--- src/rtl/alu_arbiter.sv ---
// Two-requester front end for a registered single-cycle ALU.
// Grants one operation at a time and routes the captured result back.
module alu_arbiter #(
  parameter int unsigned FAIR = 1
) (
  input  logic        clk,
  input  logic        rst,
  input  logic        req0_valid,
  output logic        req0_ready,
  input  logic [3:0]  req0_op,
  input  logic [31:0] req0_a,
  input  logic [31:0] req0_b,
  input  logic        req1_valid,
  output logic        req1_ready,
  input  logic [3:0]  req1_op,
  input  logic [31:0] req1_a,
  input  logic [31:0] req1_b,
  output logic        rsp0_valid,
  output logic [31:0] rsp0_data,
  output logic        rsp0_zero,
  output logic        rsp1_valid,
  output logic [31:0] rsp1_data,
  output logic        rsp1_zero,
  output logic [3:0]  alu_control,
  output logic [31:0] alu_a,
  output logic [31:0] alu_b,
  input  logic [31:0] alu_result,
  input  logic        alu_zero,
  output logic        busy
);

  localparam logic [3:0] OP_AND  = 4'b0000;
  localparam logic [3:0] OP_OR   = 4'b0001;
  localparam logic [3:0] OP_ADD  = 4'b0010;
  localparam logic [3:0] OP_SUB  = 4'b0110;
  localparam logic [3:0] OP_SLT  = 4'b0111;
  localparam logic [3:0] OP_NOR  = 4'b1100;
  localparam logic [3:0] OP_IDLE = 4'b1111;

  typedef enum logic [1:0] {
    IDLE,
    EXEC,
    CAPT
  } state_t;

  state_t state;
  state_t state_next;

  logic grant;
  logic last;
  logic id;
  logic handshake;
  logic op_known;
  logic [31:0] cap_data;
  logic cap_zero;

  // Tie-break: alternate under FAIR, otherwise requester 0 always wins.
  always_comb begin
    grant = 1'b0;
    case ({req1_valid, req0_valid})
      2'b10:   grant = 1'b1;
      2'b11:   grant = (FAIR != 0) ? ~last : 1'b0;
      default: grant = 1'b0;
    endcase
  end

  assign req0_ready = (state == IDLE) & ~rst
                    & req0_valid & ~grant;
  assign req1_ready = (state == IDLE) & ~rst
                    & req1_valid & grant;
  assign handshake = req0_ready | req1_ready;
  assign busy = (state != IDLE);

  always_comb begin
    state_next = state;
    case (state)
      IDLE:    if (handshake) state_next = EXEC;
      EXEC:    state_next = CAPT;
      CAPT:    state_next = IDLE;
      default: state_next = IDLE;
    endcase
  end

  always_ff @(posedge clk) begin
    if (rst) state <= IDLE;
    else     state <= state_next;
  end

  // Unknown codes still reach the ALU but report a clean 0 / not-zero.
  always_comb begin
    op_known = 1'b0;
    unique case (1'b1)
      alu_control == OP_AND: op_known = 1'b1;
      alu_control == OP_OR:  op_known = 1'b1;
      alu_control == OP_ADD: op_known = 1'b1;
      alu_control == OP_SUB: op_known = 1'b1;
      alu_control == OP_SLT: op_known = 1'b1;
      alu_control == OP_NOR: op_known = 1'b1;
      default:               op_known = 1'b0;
    endcase
  end

  assign cap_data = op_known ? alu_result : 32'd0;
  assign cap_zero = op_known & alu_zero;

  always_ff @(posedge clk) begin
    if (rst) begin
      alu_control <= OP_IDLE;
      alu_a       <= 32'd0;
      alu_b       <= 32'd0;
      last        <= 1'b1;
      id          <= 1'b0;
      rsp0_valid  <= 1'b0;
      rsp0_data   <= 32'd0;
      rsp0_zero   <= 1'b0;
      rsp1_valid  <= 1'b0;
      rsp1_data   <= 32'd0;
      rsp1_zero   <= 1'b0;
    end else begin
      rsp0_valid <= 1'b0;
      rsp1_valid <= 1'b0;
      if (handshake) begin
        alu_control <= grant ? req1_op : req0_op;
        alu_a       <= grant ? req1_a : req0_a;
        alu_b       <= grant ? req1_b : req0_b;
        id          <= grant;
        last        <= grant;
      end
      if (state == CAPT) begin
        alu_control <= OP_IDLE;
        if (id) begin
          rsp1_valid <= 1'b1;
          rsp1_data  <= cap_data;
          rsp1_zero  <= cap_zero;
        end else begin
          rsp0_valid <= 1'b1;
          rsp0_data  <= cap_data;
          rsp0_zero  <= cap_zero;
        end
      end
    end
  end

endmodule

--- config.mk ---
export PLATFORM = sky130hd
export DESIGN_NAME = alu_arbiter
export DESIGN_NICKNAME = d
export VERILOG_FILES = /design/src/rtl/alu_arbiter.sv
export SDC_FILE = /design/constraint.sdc
export NUM_CORES = 1
export LEC_CHECK = 0
export CAP_MARGIN = 20
export CORE_ASPECT_RATIO = 0.8
export CORE_UTILIZATION = 43
export DETAILED_ROUTE_END_ITERATION = 16
export PLACE_DENSITY = 0.86
export SETUP_SLACK_MARGIN = 0.4
export SLEW_MARGIN = 25
export SYNTH_ARGS = -nofsm -noshare
export SYNTH_HDL_FRONTEND = slang
export SYNTH_SLANG_ARGS = --single-unit
--- constraint.sdc ---
create_clock -name clk -period 3.79 [get_ports clk]
set_clock_uncertainty 0.15 [all_clocks]
set_input_delay 1.137 -clock clk [delete_from_list [all_inputs] [get_ports clk]]
set_output_delay 1.137 -clock clk [all_outputs]
set_load 0.02 [all_outputs]
==> results_dict.tcl <==
set metrics [dict create \
    status "finished, final reports clean" \
    finalHoldViolations 0 \
    seq_area_mm2 0.00280 \
    slew_headroom_pct 46.3 \
    grt_pass1_wl_mm 31.1 \
    max_freq_mhz 308 \
    leakagePower_uw 0.00339 \
    worstHoldPathType "reg2reg" \
    synth_top_area_cell "dfxtp_1" \
    slowest_stage "dlygate4sd2_1" \
    drt_iter0_markers 472 \
    fin_crit_ns 3.24 \
    cts_tree "yes" \
    cts_hold_buf 0 \
    cpPeakStageDelay_ns 0.26 \
    multi_input_area_mm2 0.00277 \
    synth.distinct_cells 33 \
    postPlaceCellArea_mm2 0.00928 \
    synth.most_common_cell "nand2_1" \
    row_count 38 \
    synth_edf_count 0 \
    worstPathRequired_ns 2.50 \
    ir_worst_vdd_v 0.000353 \
    vias 6489 \
    drive_gt1_share_pct 6.73 \
    drc 0 \
    avgViaCountPerCell 5.39 \
    path_class "in2out" \
    yosys_warnings 0 \
    n_antenna_cell 0 \
    worstSkewPairLatency_ns 0.42 \
    setup_viol 0 \
    slew_viol_final 0 \
    avgSynthCellArea_um2 8.21 \
    end_kind "output port" \
    path_clk_slew_ns 0.06 \
    grt_remaining_overflow 0 \
    tns_ns 0 \
    start_util_pct 44.6 \
    dieWidth_um 135 \
    synth-seq-cells 140 \
    grt_use_total_pct 27.4 \
    synth_nets 919 \
    io_pins 312 \
    ctsLongestPathBuffers 2 \
    synth-seq-area-share_pct 45.7 \
    core-area_mm2 0.0137 \
    instances_no_fill 1205 \
    synth_top_area_share_pct 45.7 \
    cts_max_level 4 \
    tightest_slew_ns 0.805 \
    design_area_mm2 0.00990 \
    synth_ff_type "dfxtp_1" \
    die_y_um 109 \
    cp_max_fo 4 \
    p_per_area_mw_per_mm2 423 \
    grt_setup_unrepaired "false" \
    netlist_top_cells_area "dfxtp_1 (46%), nand2_1 (12%), o32ai_1 (9.4%), a311oi_1 (7.7%), a21oi_1 (5.2%)" \
    antenna_found_initial 0 \
    wire_per_inst_um 17.3 \
    area_growth_pct 61.6 \
    nNetsFinal 1187 \
    start_kind "primary input" \
    grt_pass1_vias 5880 \
    cts.sinks 140 \
    port_buffers 311 \
    syn_inst 746 \
    first_pass_iters 5 \
    fillers 1082 \
    postRouteAntennaNets 0 \
    cts_buffers 17 \
    cts_root_buf "clkbuf_16" \
    synth.cell_area_mm2 0.00613 \
    drv_cap 0 \
    cp.arrival_ns 1.95 \
    die_area_mm2 0.0147 \
    grt_max_degree 73 \
    finalWirelength_mm 20.9 \
    path_cells "dlygate4sd2_1, a21bo_4, and3_1, buf_4" \
    dp.cells 1174 \
    synthArstFlopShare_pct 0 \
    hpwl_mm 13.9 \
    min_period_over_period_pct 85.5 \
    gp_congestion 0.816 \
    synth_commonest_cells "nand2_1 (202), dfxtp_1 (140), inv_1 (67)" \
]
==> metrics by stage <==
stage                     setup slack, ns  hold WS, ns  utilization, %  total power (uW)
after CTS                           0.549        0.326            72.0              4210
after global routing                0.536        0.336            72.0              4360
final                               0.548        0.324            72.0              4190
after floorplan                     0.467        0.321               -              2060
after detailed placement           -0.102        0.317            67.5              2470
after global placement            -0.0690        0.311            67.5              2460
==> report_power, final <==
part	switching [uW]	internal [uW]
sequential	49.5	1550
combinational	435	415
clock	609	1130
==> layer usage <==
metal  global-route usage [%]  vias to the layer above  share of wire [%]
met4                     16.0                        0                4.4
met5                        0                        -                  0
met1                     32.7                     3005                 40
met2                     44.4                      266                 48
li1                         -                     3151                  -
met3                     7.53                       67                7.4
==> layout make-up <==
cell class	instances	share of cell area, %
flip-flops and latches	140	28.3
clock inverters	6	1.09
inverters	67	2.54
clock buffers	24	5.17
repair buffers	328	32.6
multi-input cells	460	28.0
well taps	180	2.28
==> registers in the layout (all words and copies together), names as in the netlist, 2 cells and up <==
signal,count
alu_a,32
alu_b,32
rsp0_data,32
rsp1_data,32
alu_control,4
state,2
==> cell usage in the layout, fill, tap and decap left out, drive strengths merged, types with 2 or more instances in the layout <==
| cell | netlist | final |
|---|---|---|
| inv | 67 | 67 |
| nor3 | 2 | 2 |
| or2 | 2 | 2 |
| o32ai | 66 | 66 |
| buf | 31 | 20 |
| clkinv | 0 | 2 |
| nor3b | 4 | 4 |
| nor2b | 36 | 36 |
| a311oi | 64 | 64 |
| clkbuf | 48 | 24 |
| a31oi | 4 | 4 |
| dlygate4sd2 | 0 | 2 |
| clkdlybuf4s50 | 0 | 306 |
| nand2 | 202 | 202 |
| a2111oi | 4 | 4 |
| dfxtp | 140 | 140 |
| bufinv | 0 | 3 |
| a21oi | 64 | 64 |
==> final timing paths <==
| kind | start | endpoint | slack [ns] | cells after the start |
|---|---|---|---|---|
| worst max register to register | state[1]$_SDFFE_PP0P_ | alu_b[28]$_SDFFE_PP0P_ | 1.15 | 5 |
| worst min register to register | rsp1_data[6]$_SDFFE_PP0P_ | rsp1_data[6]$_SDFFE_PP0P_ | 0.32 | 2 |
| worst max-delay path | req0_valid | req0_ready | 0.55 | 4 |
| worst min-delay path | rsp1_data[6]$_SDFFE_PP0P_ | rsp1_data[6]$_SDFFE_PP0P_ | 0.32 | 2 |
==> timing repair <==
item	CTS	global route
buffers inserted	1	0
gates resized for setup	12	0
setup endpoints to repair	2	0
==> critical path: cells and delay by family <==
family / cells / cell delay [ns]
AOI/OAI and AO/OA: 1 / 0.23
and+or+nand+nor: 1 / 0.17
buffers and inverters: 2 / 0.41
==> cell families (layout without fill, tap and decap cells) <==
group / count (synthesis) / in the layout / synth area share (%)
buffers and inverters: 146 / 425 / 9.84
AND/OR/NAND/NOR: 252 / 252 / 17.7
AO/OA/AOI/OAI: 207 / 207 / 26.6
XOR/XNOR: 1 / 1 / 0.143
flip-flops: 140 / 140 / 45.7
No activity file was read; power rests on OpenSTA's default activity.
